$ cat src/rtl/rr_arbiter8.sv
// Eight-way round-robin arbiter with registered one-hot grant, binary index,
// and an optional hold limit that preempts an owner starving other requesters.
module rr_arbiter8 #(
  parameter int MAX_HOLD = 16
) (
  input  logic       i_clk,
  input  logic       i_rst_n,
  input  logic [7:0] i_req,
  output logic [7:0] o_grant,
  output logic [2:0] o_grant_idx,
  output logic       o_grant_valid,
  output logic       o_preempt
);

  typedef enum logic {IDLE, BUSY} state_t;

  localparam bit         PREEMPT_EN = (MAX_HOLD != 0);
  localparam logic [7:0] HOLD_LAST  = (MAX_HOLD > 0) ? 8'(MAX_HOLD - 1) : 8'd0;

  state_t     r_state, w_state_nxt;
  logic [2:0] r_ptr, w_ptr_nxt;
  logic [7:0] r_hold_cnt, w_hold_nxt;
  logic [7:0] r_grant, w_grant_nxt;
  logic [2:0] r_grant_idx, w_idx_nxt;
  logic       r_grant_valid, w_valid_nxt;
  logic       r_preempt, w_preempt_nxt;

  logic [7:0] w_rot;
  logic [2:0] w_off;
  logic [2:0] w_sel;
  logic       w_owner_req;
  logic       w_others;
  logic       w_at_limit;

  // Rotate so bit 0 is the highest-priority index, then take the lowest set bit.
  always_comb begin
    w_rot = '0;
    for (int i = 0; i < 8; i++) begin
      w_rot[i] = i_req[r_ptr + 3'(i)];
    end
    w_off = 3'd0;
    for (int i = 7; i >= 0; i--) begin
      if (w_rot[i]) w_off = 3'(i);
    end
  end

  assign w_sel       = r_ptr + w_off;
  assign w_owner_req = i_req[r_grant_idx];
  assign w_others    = |(i_req & ~r_grant);
  assign w_at_limit  = (r_hold_cnt == HOLD_LAST);

  always_comb begin
    w_state_nxt   = r_state;
    w_ptr_nxt     = r_ptr;
    w_hold_nxt    = r_hold_cnt;
    w_grant_nxt   = r_grant;
    w_idx_nxt     = r_grant_idx;
    w_valid_nxt   = r_grant_valid;
    w_preempt_nxt = 1'b0;
    case (r_state)
      IDLE: begin
        if (|i_req) begin
          w_grant_nxt = 8'b1 << w_sel;
          w_idx_nxt   = w_sel;
          w_valid_nxt = 1'b1;
          w_hold_nxt  = 8'd0;
          w_state_nxt = BUSY;
        end
      end
      BUSY: begin
        // Both release paths leave the index untouched so it keeps its last value.
        if (!w_owner_req) begin
          w_grant_nxt = 8'd0;
          w_valid_nxt = 1'b0;
          w_ptr_nxt   = r_grant_idx + 3'd1;
          w_state_nxt = IDLE;
        end else if (PREEMPT_EN && w_at_limit && w_others) begin
          w_grant_nxt   = 8'd0;
          w_valid_nxt   = 1'b0;
          w_preempt_nxt = 1'b1;
          w_ptr_nxt     = r_grant_idx + 3'd1;
          w_state_nxt   = IDLE;
        end else if (PREEMPT_EN && !w_at_limit) begin
          w_hold_nxt = r_hold_cnt + 8'd1;
        end
      end
      default: w_state_nxt = IDLE;
    endcase
  end

  always_ff @(posedge i_clk or negedge i_rst_n) begin
    if (!i_rst_n) begin
      r_state       <= IDLE;
      r_ptr         <= 3'd0;
      r_hold_cnt    <= 8'd0;
      r_grant       <= 8'd0;
      r_grant_idx   <= 3'd0;
      r_grant_valid <= 1'b0;
      r_preempt     <= 1'b0;
    end else begin
      r_state       <= w_state_nxt;
      r_ptr         <= w_ptr_nxt;
      r_hold_cnt    <= w_hold_nxt;
      r_grant       <= w_grant_nxt;
      r_grant_idx   <= w_idx_nxt;
      r_grant_valid <= w_valid_nxt;
      r_preempt     <= w_preempt_nxt;
    end
  end

  assign o_grant       = r_grant;
  assign o_grant_idx   = r_grant_idx;
  assign o_grant_valid = r_grant_valid;
  assign o_preempt     = r_preempt;

endmodule

$ cat config.mk
export PLATFORM = sky130hd
export DESIGN_NAME = rr_arbiter8
export DESIGN_NICKNAME = d
export VERILOG_FILES = /design/src/rtl/rr_arbiter8.sv
export SDC_FILE = /design/constraint.sdc
export NUM_CORES = 1
export LEC_CHECK = 0
export ABC_AREA = 1
export BUFFER_PORTS_ARGS = -buffer_cell sky130_fd_sc_hd__buf_4
export CORE_UTILIZATION = 31
export CTS_CLUSTER_SIZE = 8
export DETAILED_ROUTE_END_ITERATION = 16
export GPL_TIMING_DRIVEN = 1
export PLACE_DENSITY = 0.45
export SETUP_SLACK_MARGIN = 0.3
export SYNTH_ARGS = -nofsm -noshare
export SYNTH_HDL_FRONTEND = slang
export SYNTH_SLANG_ARGS = --single-unit
$ cat constraint.sdc
create_clock -name i_clk -period 6.3 [get_ports i_clk]
set_clock_uncertainty 0.1 [all_clocks]
set_input_delay 0.315 -clock i_clk [delete_from_list [all_inputs] [get_ports i_clk]]
set_output_delay 0.315 -clock i_clk [all_outputs]
set_load 0.05 [all_outputs]
Word-level counts from Yosys, hierarchy flattened

Index checks and enable logic that the tools add are counted.

Multiplexer cells: 48
Add/sub/neg operators: 10
Magnitude comparators: 9
Bitwise logic cells: 3
Reductions and logical operators: 7
Equality and inequality tests: 7
Shifts and indexed selects: 1

Operator list:

| cell                                                                          | count |
|---|---|
| 8-bit two-way mux                                                             | 7 |
| 3-bit by 4-bit less-than comparator with 1-bit output (second input constant) | 9 |
| 8-bit one-hot mux with 2 select lines                                         | 2 |
| 3-bit two-way mux                                                             | 10 |
| 1-bit binary-select mux with 3-bit select                                     | 9 |
| 1-bit two-way mux                                                             | 18 |
| 8-bit OR reduction                                                            | 2 |
| 3-bit adder (second input constant)                                           | 4 |
| 8-bit by 1-bit adder with 8-bit output (second input constant)                | 1 |
| 8-bit AND                                                                     | 1 |
| 8-bit by 4-bit equality test with 1-bit output (second input constant)        | 1 |
| 8-bit NOT                                                                     | 1 |
| 1-bit by 3-bit left shift with 8-bit output (first input constant)            | 1 |
| 3-bit by 1-bit adder with 3-bit output (second input constant)                | 2 |
| 3-bit by 2-bit adder with 3-bit output (second input constant)                | 2 |
| 2-bit inequality test (second input constant)                                 | 3 |
| 2-bit AND reduction                                                           | 3 |
| 2-bit by 1-bit inequality test with 1-bit output (second input constant)      | 2 |
| 1-bit one-hot mux with 2 select lines                                         | 2 |
| 4-bit AND reduction                                                           | 1 |
| 3-bit adder                                                                   | 1 |
| 3-bit by 2-bit inequality test with 1-bit output (second input constant)      | 1 |
| 1-bit logical AND                                                             | 1 |
| 1-bit NOT                                                                     | 1 |

Word-level logic and storage cells: 92
Flip-flop bits (word level): 25

Longest topological paths before layout

Gate-level depths: netlist (run 1).

Depth in word-level cells: 15
Mapped depth: 21
Depth with buffers taken out: 20

Worst setup path after synthesis (run 1)

OpenSTA, ideal clock, no wires.

Path kind: register -> register
Start: reg r_ptr[0]
End: reg r_grant[2], in the netlist o_grant[2]
Period minus slack after synthesis: 2.958 ns
Slack: 3.342 ns
Setup time: 0.122 ns
Path buffers: 1
Stages on the path, launching flop included: 21
Arrival: 2.736 ns
Cell sequence: dfrtp_1 -> buf_6 -> inv_6 -> ha_1 -> inv_1 -> nand3_1 -> nand3_1 -> nand2_1 -> inv_1 -> a21oi_1 -> o21bai_1 -> a21oi_1 -> ha_1 -> inv_1 -> fa_1 -> xor2_1 -> inv_1 -> nand3_2 -> nand2_4 -> nand2_1 -> o21ai_1

Longest elaborated chain between the ends: 15
Elaborated cells between the ends (all ways): 35
Classes of those cells: add/sub: 8; shift: 1; mux: 26

RTL lines:

| item                                            | line | source |
|---|---|---|
| from (decl)                                     | 21   | `logic [2:0] r_ptr, w_ptr_nxt;` |
| from (signal assigned)                          | 102  | `r_ptr <= w_ptr_nxt;` |
| 3-bit adder                                     | 39   | `w_rot[i] = i_req[r_ptr + 3'(i)];` |
| 1-bit binary-select mux with 3-bit select       | 39   |  |
| 1-bit two-way mux (implied by the code)         | 39   |  |
| 3-bit two-way mux (8 in a row)                  | 43   | `if (w_rot[i]) w_off = 3'(i);` |
| 3-bit adder (*)                                 | 47   | `assign w_sel = r_ptr + w_off;` |
| 1-bit by 3-bit left shift with 8-bit output (*) | 63   | `w_grant_nxt = 8'b1 << w_sel;` |
| 8-bit two-way mux (*)                           | 62   | `if (\|i_req) begin` |
| 8-bit one-hot mux with 2 select lines (*)       | 60   | `case (r_state)` |
| to (signal assigned)                            | 104  | `r_grant <= w_grant_nxt;` |
| to (decl)                                       | 23   | `logic [7:0] r_grant, w_grant_nxt;` |

Mark *: on every way between the ends. The rest lies on a longest branch, timed or not. The select of a mux whose other input is x is not followed.
A chain may end at the register's enable or synchronous reset.

Worst setup path in the final report (run 1)

Start: reg r_ptr[0]
End: reg r_grant[5], in the netlist o_grant[5]

Same word-level chain as after synthesis.

==> impl_metrics.tcl, run 1 <==
set metrics [dict create \
    synth.area.top_cells "dfrtp_1 (32%), nand2_1 (20%), nand3_1 (5.6%), nand2_2 (5.4%), inv_1 (4.9%)" \
    ys_warn_count 0 \
    p_leak_nw 1.20 \
    synth_area_um2 1980 \
    netlist.area_leader.share_pct 31.6 \
    htree_levels 1 \
    grt_setup_unrepaired "no" \
    placed_cell_area_um2 2200 \
    async_flop_share_pct 100 \
    setup_viol 0 \
    finalHoldWorstSlack_ns 0.384 \
    nFillCells 667 \
    overflow 0 \
    ant_nets 0 \
    ff2ff_setup_slack_ns 2.88 \
    synth_cell_types 30 \
    synthTopCellsByCount "nand2_1 (105), inv_1 (26), dfrtp_1 (25)" \
    die_h_um 82.0 \
    cts_max_path_buffers 2 \
    synth_seq_area_share_pct 31.6 \
    grt_max_degree 26 \
    endpoint_kind "register" \
    drive_gt1_share_pct 19.7 \
    die_area_um2 6720 \
    start_util_pct 32.9 \
    numCtsBuffers 3 \
    rows 28 \
    maxCapViolCount 0 \
    syn_avg_cell_area_um2 6.91 \
    hold_viol 0 \
    routed_wirelength_um 5110 \
    worstSkewPairLatency_ns 0.27 \
    crit_required_ns 6.41 \
    dr_wl_met3_um 118 \
    areaGrowthSynthToFinish_pct 14.0 \
    wire_per_inst_um 13.3 \
    routed-wl-met2_um 2430 \
    worst_pin_slew_ns 0.518 \
    antenna_found_initial 0 \
    detailroute.via_count 1791 \
    finalCriticalPeriod_ns 3.42 \
    criticalPathCategory "register to register" \
    slew_headroom_pct 65.5 \
    synth-edff-count 0 \
    highest_layer "met4" \
    vias_per_cell 4.65 \
    arrival_ns 3.53 \
    clockRootBuffer "clkbuf_8" \
    place.gp.congestion 0.850 \
    grt.total_usage_pct 16.8 \
    dieWidth_um 82.0 \
    clk_pin_slew_ns 0.09 \
    status "finished, final reports clean" \
    n_antenna_cell 0 \
    dp_hpwl_um 4040 \
    cts.sinks 25 \
    power.total_mw 1.32 \
    finalMaxSlewViolations 0 \
    drc_errors 0 \
    hp-class "primary input to async pin" \
    fmax_mhz 293 \
    first_global_vias 1733 \
    dr.pass1.iters 4 \
    startpoint_type "register" \
    io_pins 23 \
    ys_seq_elements 25 \
    cts_tree "done" \
    crit_path_max_fanout 12 \
    multiInputGateArea_um2 1190 \
    synth.largest_area_cell "dfrtp_1" \
    vdd_ir_drop_max_mv 0.196 \
    synthCells 287 \
    fin_tns_setup_ns 0 \
    grt_pass1_wl_um 8480 \
    portBuffers 22 \
    synth_ff_type "dfrtp_1" \
    nets 327 \
    met1Wirelength_um 2450 \
    post-route-cell-area_um2 2260 \
    p_per_area_nw_per_um2 586 \
    core_area_um2 6030 \
    regArea_um2 626 \
    cts_setup_buffers 0 \
    yosysMostFrequentCell "nand2_1" \
    syn_nets 303 \
    fin_crit_sh_pct 54.2 \
    final_util_pct 37.5 \
    drt-initial-drc-count 81 \
]
==> metal layers <==
metal	up-vias	global-route usage, %
met1	812	22.3
met2	23	28.3
met3	8	1.44
li1	948	-
met5	-	0
met4	0	5.61
==> flip-flops by register name (all words and copies together) (netlist names) <==
name and flops:
o_preempt 1, o_grant_idx 3, o_grant_valid 1, o_grant 8, r_state 1, r_hold_cnt 8, r_ptr 3
==> path summary, 6_finish.rpt <==
check | start | endpoint | cells after the start
max | r_ptr[0]$_DFFE_PN0P_ | o_grant[5]$_DFFE_PN0P_ | 17
min | i_rst_n | r_hold_cnt[4]$_DFFE_PN0P_ | 2
max reg2reg | r_ptr[0]$_DFFE_PN0P_ | o_grant[5]$_DFFE_PN0P_ | 17
min reg2reg | o_grant_valid$_DFFE_PN0P_ | o_grant_valid$_DFFE_PN0P_ | 2
max in group asynchronous | i_rst_n | o_grant_idx[1]$_DFFE_PN0P_ | 2
min in group i_clk | o_grant_valid$_DFFE_PN0P_ | o_grant_valid$_DFFE_PN0P_ | 2
==> placed cells by master, fill, tap and decap left out, types with 5 or more instances in the layout <==
master | netlist | final
nand3_2 | 5 | 5
nand3_1 | 22 | 22
nand2_2 | 17 | 17
buf_4 | 0 | 23
inv_1 | 26 | 26
o21ai_0 | 6 | 6
xor2_1 | 6 | 6
ha_1 | 5 | 5
nor2_1 | 22 | 22
nand2_1 | 105 | 105
dfrtp_1 | 25 | 25
==> repair_timing <==
action	CTS	global route
gates resized for setup	0	0
hold buffers	1	0
hold endpoints to repair	25	0
==> metrics by stage <==
step                      worst slack, ns  std cells
after floorplan                      3.34        287
after global placement               2.94        380
after detailed placement             2.90        380
after CTS                            2.88        385
after global routing                 2.55        385
final                                2.88        385
==> critical path, cell delays in order (launching register included) <==
cell	delay (ns)
dfrtp_1	0.66
inv_6	0.11
ha_1	0.39
inv_1	0.10
nand3_1	0.12
nand3_1	0.09
nand2_1	0.10
nand2_1	0.06
a21oi_1	0.12
o21bai_1	0.07
a21oi_1	0.12
ha_1	0.15
inv_1	0.05
fa_1	0.59
inv_1	0.08
nor3_1	0.28
nand2_1	0.10
nand2_1	0.06
==> power breakdown <==
| part | total, mW | switching (mW) | internal [mW] |
|---|---|---|---|
| clock | 0.0969 | 0.0517 | 0.0452 |
| sequential | 0.292 | 0.0856 | 0.207 |
| combinational | 0.936 | 0.623 | 0.313 |
| total | 1.32 | 0.760 | 0.565 |
==> layout make-up <==
| type | count | area share, % |
|---|---|---|
| Clock buffer | 4 | 1.99 |
| Timing Repair Buffer | 24 | 8.08 |
| Inverter | 31 | 5.37 |
| Sequential cell | 25 | 27.7 |
| Tap cell | 75 | 4.15 |
| Multi-Input combinational cell | 226 | 52.7 |
==> logic make-up (layout without fill, tap and decap cells) <==
logic type / Yosys count / after routing / share of synthesized area, %
XOR/XNOR: 11 / 11 / 5.24
AO/OA/AOI/OAI: 22 / 22 / 6.38
adder cells (fa/ha/maj): 6 / 6 / 4.17
buffers and inverters: 36 / 59 / 8.33
AND/OR/NAND/NOR: 187 / 187 / 44.3
flip-flops: 25 / 25 / 31.6
Note: power is estimated with default switching activity, not from simulation.
==> run 2, diff against run 1 <==
--- a/config.mk
+++ b/config.mk
@@ -11,7 +11,7 @@
 export CTS_CLUSTER_SIZE = 8
 export DETAILED_ROUTE_END_ITERATION = 16
 export GPL_TIMING_DRIVEN = 1
-export PLACE_DENSITY = 0.45
+export PLACE_DENSITY = 0.46
 export SETUP_SLACK_MARGIN = 0.3
 export SYNTH_ARGS = -nofsm -noshare
 export SYNTH_HDL_FRONTEND = slang
==> constraint.sdc (replaced) <==
create_clock -name i_clk -period 2.8 [get_ports i_clk]
set_clock_uncertainty 0.1 [all_clocks]
set_input_delay 0.14 -clock i_clk [delete_from_list [all_inputs] [get_ports i_clk]]
set_output_delay 0.14 -clock i_clk [all_outputs]
set_load 0.05 [all_outputs]
==> run 2 against run 1 <==
The run now ends with negative setup slack left. Count of clock-buffer cells in the layout fell by 1. Via count grew 5.0%. Core utilization grew 4.7 points. Final cell count grew 3.6%. Sequential share of layout area shrank 3.0 points. Wire length up 1.8%. Cell area is 12% higher. Sequential cell count is the same.
==> impl_metrics.tcl, run 2 (same netlist as run 1, synthesis figures left out) <==
set metrics [dict create \
    instances_no_fill 399 \
    final_common_cell "nand2_1" \
    drc_errors 0 \
    hp-class "primary input to async pin" \
    maxCapViolCount 0 \
    cts_tree "done" \
    numCtsBuffers 3 \
    antenna_found_initial 0 \
    crit_required_ns 2.88 \
    fmax_mhz 348 \
    vias_per_cell 4.71 \
    drive_gt1_share_pct 33.0 \
    die_h_um 82.0 \
    worstSkewPairLatency_ns 0.27 \
    place.gp.congestion 0.842 \
    portBuffers 22 \
    grt_pass1_wl_um 8650 \
    hold_viol 0 \
    detailroute.via_count 1881 \
    nets 341 \
    nFillCells 658 \
    finalCriticalPeriod_ns 2.88 \
    startpoint_type "register" \
    clockRootBuffer "clkbuf_8" \
    ant_nets 0 \
    areaGrowthSynthToFinish_pct 28.2 \
    setup_viol 8 \
    overflow 0 \
    grt.total_usage_pct 17.0 \
    worst_pin_slew_ns 0.447 \
    dr.pass1.iters 4 \
    status "complete, but fails checks" \
    core_area_um2 6030 \
    io_pins 23 \
    first_global_vias 1815 \
    rows 28 \
    start_util_pct 32.9 \
    drt-initial-drc-count 62 \
    n_antenna_cell 0 \
    failed_checks "negative setup slack" \
    fin_crit_sh_pct 103 \
    finalMaxSlewViolations 0 \
    grt_max_degree 26 \
    fin_ws_ns -0.0767 \
    clk_pin_slew_ns 0.09 \
    criticalPathCategory "register to register" \
    grt_setup_unrepaired "yes" \
    htree_levels 1 \
    routed_wirelength_um 5200 \
    post-place-cells 394 \
    wire_per_inst_um 13.0 \
    crit_path_max_fanout 6 \
    dieWidth_um 82.0 \
    cts.sinks 25 \
    arrival_ns 2.95 \
    slew_headroom_pct 70.2 \
    endpoint_kind "register" \
    die_area_um2 6720 \
    cts_max_path_buffers 2 \
    dp_hpwl_um 4090 \
    mostFrequentLayoutCells "nand2_1 (99), buf_4 (34), nand2_2 (23), inv_1 (23), dfrtp_1 (23)" \
]
run 2: cell types whose count changed in the layout (fill, tap and decap cells not counted), sizes merged:
cell,change
clkinv,+1
buf,+14
clkbuf,-1
run 2: final timing paths:
| path | start | end | slack [ns] | depth (start not counted) |
|---|---|---|---|---|
| worst min-delay path | i_rst_n | r_ptr[1]$_DFFE_PN0P_ | 0.21 | 2 |
| worst max register to register | r_ptr[0]$_DFFE_PN0P_ | o_grant[5]$_DFFE_PN0P_ | -0.08 | 20 |
| worst min register to register | o_grant_valid$_DFFE_PN0P_ | o_grant_valid$_DFFE_PN0P_ | 0.38 | 2 |
| worst max-delay path | r_ptr[0]$_DFFE_PN0P_ | o_grant[5]$_DFFE_PN0P_ | -0.08 | 20 |
| max in group asynchronous | i_rst_n | r_ptr[0]$_DFFE_PN0P_ | 2.11 | 2 |
| min in group i_clk | i_req[3] | o_grant_valid$_DFFE_PN0P_ | 0.36 | 6 |
run 2: what timing repair did:
item	4_1_cts	5_1_grt
pin swaps	1	2
gates resized for setup	8	23
gates cloned	0	0
hold endpoints to repair	25	0
setup buffers	0	0
setup endpoints to repair	10	10
hold buffers	1	0
run 2: metrics by stage:
stage	instance area (µm²)	hold WS [ns]	utilization (%)	setup TNS, ns	worst slack, ns
after floorplan	2040	-0.256	-	0	0.0155
after global placement	2370	-0.0189	39.3	-0.737	-0.133
after detailed placement	2370	-0.0172	39.3	-1.16	-0.181
after CTS	2450	0.218	40.7	-0.887	-0.142
after global routing	2540	0.254	42.2	-1.83	-0.249
final	2540	0.215	42.2	-0.327	-0.0767
run 2: area by class of cell:
class,instances,area (µm²),share of cell area [%]
inverter,31,134,5.27
sequential,25,628,24.7
timing repair buffer,38,299,11.8
multi-input combinational,226,1340,52.7
clock buffer,3,41.3,1.63
tap,75,93.8,3.69
clock inverter,1,5.00,0.197
run 2: critical path: stages, from the launching register on:
cell	delay [ns]
dfrtp_2	0.46
inv_8	0.04
ha_4	0.30
inv_6	0.05
nand3_2	0.08
nand3_2	0.06
nand2_1	0.09
inv_1	0.05
a21oi_2	0.12
o21bai_1	0.08
a21oi_2	0.14
ha_2	0.18
inv_2	0.03
fa_2	0.37
xor2_4	0.18
inv_2	0.07
nand3_4	0.09
nand2_4	0.11
inv_4	0.04
nand2_1	0.06
nand2_1	0.04
run 2: routing by layer:
metal  vias to the layer above  wire (µm)  share of wire (%)  GRT usage [%]
li1                        978          -                  -              -
met1                       882       2590                 50           23.4
met2                        16       2480                 48           28.5
met3                         5         82                1.6           1.33
met4                         0         50               0.96           4.21
met5                         -          0                  0              0
Power of run 2 is not shown: default switching activity piles up to over one toggle a cycle in this logic, so the estimate is an artifact.
==> run 3, diff against run 2 <==
--- a/config.mk
+++ b/config.mk
@@ -7,6 +7,7 @@
 export LEC_CHECK = 0
 export ABC_AREA = 1
 export BUFFER_PORTS_ARGS = -buffer_cell sky130_fd_sc_hd__buf_4
+export CORE_ASPECT_RATIO = 1.2
 export CORE_UTILIZATION = 31
 export CTS_CLUSTER_SIZE = 8
 export DETAILED_ROUTE_END_ITERATION = 16
==> constraint.sdc (replaced) <==
create_clock -name i_clk -period 2.4 [get_ports i_clk]
set_clock_uncertainty 0.1 [all_clocks]
set_input_delay 0.12 -clock i_clk [delete_from_list [all_inputs] [get_ports i_clk]]
set_output_delay 0.12 -clock i_clk [all_outputs]
set_load 0.05 [all_outputs]
==> run 3 against run 2 <==
The flow still finishes with violations (negative setup slack). Setup slack worse by 0.37 ns. Critical path depth did not move. Wire length rose by 3.9%. Final cell count grew 4.5%. Die area barely moved. Count of clock-buffer cells in the layout is 1 higher. Core utilization is 1.0 points higher. Sequential share of layout area decreased by 0.87 points. Critical path type unchanged. Highest routed layer unchanged.
==> impl_metrics.tcl, run 3 (same netlist as run 1, synthesis figures left out) <==
set metrics [dict create \
    place.gp.congestion 0.851 \
    ant_nets 0 \
    worstSkewPairLatency_ns 0.27 \
    die_h_um 89.6 \
    r2r-end "o_grant[5]$_DFFE_PN0P_" \
    instances_no_fill 417 \
    worstPathCellList "inv_8 -> ha_4 -> inv_6 -> nand3_4 -> nand3_2 -> nand2_2 -> nand2_2 -> a21oi_2 -> o21bai_1 -> a21oi_1 -> ha_2 -> inv_2 -> fa_2 -> xor2_4 -> inv_2 -> nand3_4 -> nand2_8 -> inv_4 -> nand2_1 -> nand2_1" \
    grt.total_usage_pct 17.6 \
    post-place-cells 410 \
    fin_tns_setup_ns -3.93 \
    routed_wirelength_um 5400 \
    failed_checks "negative setup slack" \
    hold_viol 0 \
    clk_pin_slew_ns 0.09 \
    nets 352 \
    cts.sinks 25 \
    drc_errors 0 \
    first_global_vias 1866 \
    rows 31 \
    io_pins 23 \
    detailroute.via_count 1913 \
    start_util_pct 32.5 \
    grt_setup_unrepaired "yes" \
    numCtsBuffers 3 \
    startpoint_type "register" \
    clockRootBuffer "clkbuf_8" \
    place_ws_ns -0.495 \
    crit_path_max_fanout 6 \
    dp_hpwl_um 4310 \
    wire_per_inst_um 13.0 \
    ff2ff_setup_slack_ns -0.44 \
    endpoint_kind "register" \
    slew_headroom_pct 75.8 \
    htree_levels 1 \
    cts_max_path_buffers 2 \
    fmax_mhz 352 \
    finalMaxSlewViolations 0 \
    final_common_cell "nand2_1" \
    drive_gt1_share_pct 33.7 \
    overflow 0 \
    antenna_found_initial 0 \
    fin_ws_ns -0.443 \
    n_antenna_cell 0 \
    setup_viol 10 \
    die_area_um2 6720 \
    worst_pin_slew_ns 0.363 \
    rr_startpoint "r_ptr[0]$_DFFE_PN0P_" \
    slowest_stage "dfrtp_2" \
    vdd_ir_drop_max_mv 0.544 \
    crit_required_ns 2.46 \
    hp-class "primary input to async pin" \
    crit_buf_inv 5 \
    core_area_um2 6090 \
    fin_crit_sh_pct 118 \
    portBuffers 22 \
    drt-initial-drc-count 60 \
    slowest_delay_ns 0.46 \
    dieWidth_um 75.0 \
    p_per_area_nw_per_um2 1690 \
    finalCriticalPeriod_ns 2.84 \
    status "complete, but fails checks" \
    path_delay_family "adder cells" \
    mostFrequentLayoutCells "nand2_1 (100), buf_4 (46), dfrtp_1 (24), inv_1 (23), nand2_2 (22)" \
    areaGrowthSynthToFinish_pct 32.6 \
    ff2ff_path_depth 20 \
    vias_per_cell 4.59 \
    criticalPathCategory "register to register" \
    cts_tree "done" \
    grt_max_degree 26 \
    power.total_mw 4.43 \
    maxCapViolCount 0 \
    p_leak_nw 1.35 \
    dr.pass1.iters 4 \
    grt_pass1_wl_um 8830 \
    arrival_ns 2.91 \
]
run 3: changes by cell type in the layout (fill, tap and decap cells not counted), moves of 2 or more:
| cell | before | now |
|---|---|---|
| buf_4 | 34 | 46 |
| buf_6 | 3 | 1 |
| nand3_1 | 14 | 16 |
| nand3_2 | 10 | 8 |
run 3: how the worst max path moves through the flow:
| stage | startpoint | endpoint | slack, ns | cells after the start |
|---|---|---|---|---|
| after floorplan | r_ptr[0]$_DFFE_PN0P_ | o_grant[5]$_DFFE_PN0P_ | -0.38 | 21 |
| after global placement | r_ptr[0]$_DFFE_PN0P_ | o_grant[2]$_DFFE_PN0P_ | -0.46 | 19 |
| after detailed placement | r_ptr[0]$_DFFE_PN0P_ | o_grant[2]$_DFFE_PN0P_ | -0.50 | 19 |
| after CTS | r_ptr[0]$_DFFE_PN0P_ | o_grant[2]$_DFFE_PN0P_ | -0.44 | 19 |
| after global routing | r_ptr[0]$_DFFE_PN0P_ | o_grant[5]$_DFFE_PN0P_ | -0.63 | 20 |
| final | r_ptr[0]$_DFFE_PN0P_ | o_grant[5]$_DFFE_PN0P_ | -0.44 | 20 |
run 3: worst register-to-register path: stages, from the launching register on:
cell	delay, ns
dfrtp_2	0.46
inv_8	0.05
ha_4	0.31
inv_6	0.06
nand3_4	0.08
nand3_2	0.07
nand2_2	0.09
nand2_2	0.06
a21oi_2	0.10
o21bai_1	0.07
a21oi_1	0.13
ha_2	0.19
inv_2	0.03
fa_2	0.37
xor2_4	0.18
inv_2	0.08
nand3_4	0.10
nand2_8	0.10
inv_4	0.04
nand2_1	0.05
nand2_1	0.05
run 3: power by group:
| part | internal [mW] | switching (mW) |
|---|---|---|
| registers | 0.546 | 0.158 |
| logic | 1.43 | 2.04 |
| clock network | 0.119 | 0.137 |
run 3: per-stage QoR:
step                      hold WS (ns)  area, µm²  utilization (%)
final                            0.191       2630             43.1
after global placement         -0.0475       2440             40.1
after floorplan                 -0.276       2040                -
after detailed placement       -0.0434       2440             40.1
after global routing             0.238       2630             43.1
after CTS                        0.199       2550             41.8
run 3: routing by layer:
metal  GRT usage [%]  share of wire (%)  up-vias  wire, µm
met5               0                  0        -         0
met4            7.03                2.9        0       157
met3            1.45                1.8       10        99
met2            32.7                 51       28      2760
met1            20.7                 44      879      2390
li1                -                  -      996         -
run 3: area by class of cell:
type                    instances  area, µm²
inverters                      31        134
flip-flops and latches         25        627
fillers                       662       3460
multi-input cells             226       1330
repair buffers                 49        387
well taps                      82        103
clock buffers                   4       45.0
run 3: what timing repair did:
item                       in CTS  in global routing
pin swaps                       2                  1
hold endpoints to repair       25                  0
setup buffers                   0                  2
gates resized for setup        13                 13
hold buffers                    1                  0
cloned                          0                  0
setup endpoints to repair      11                 12
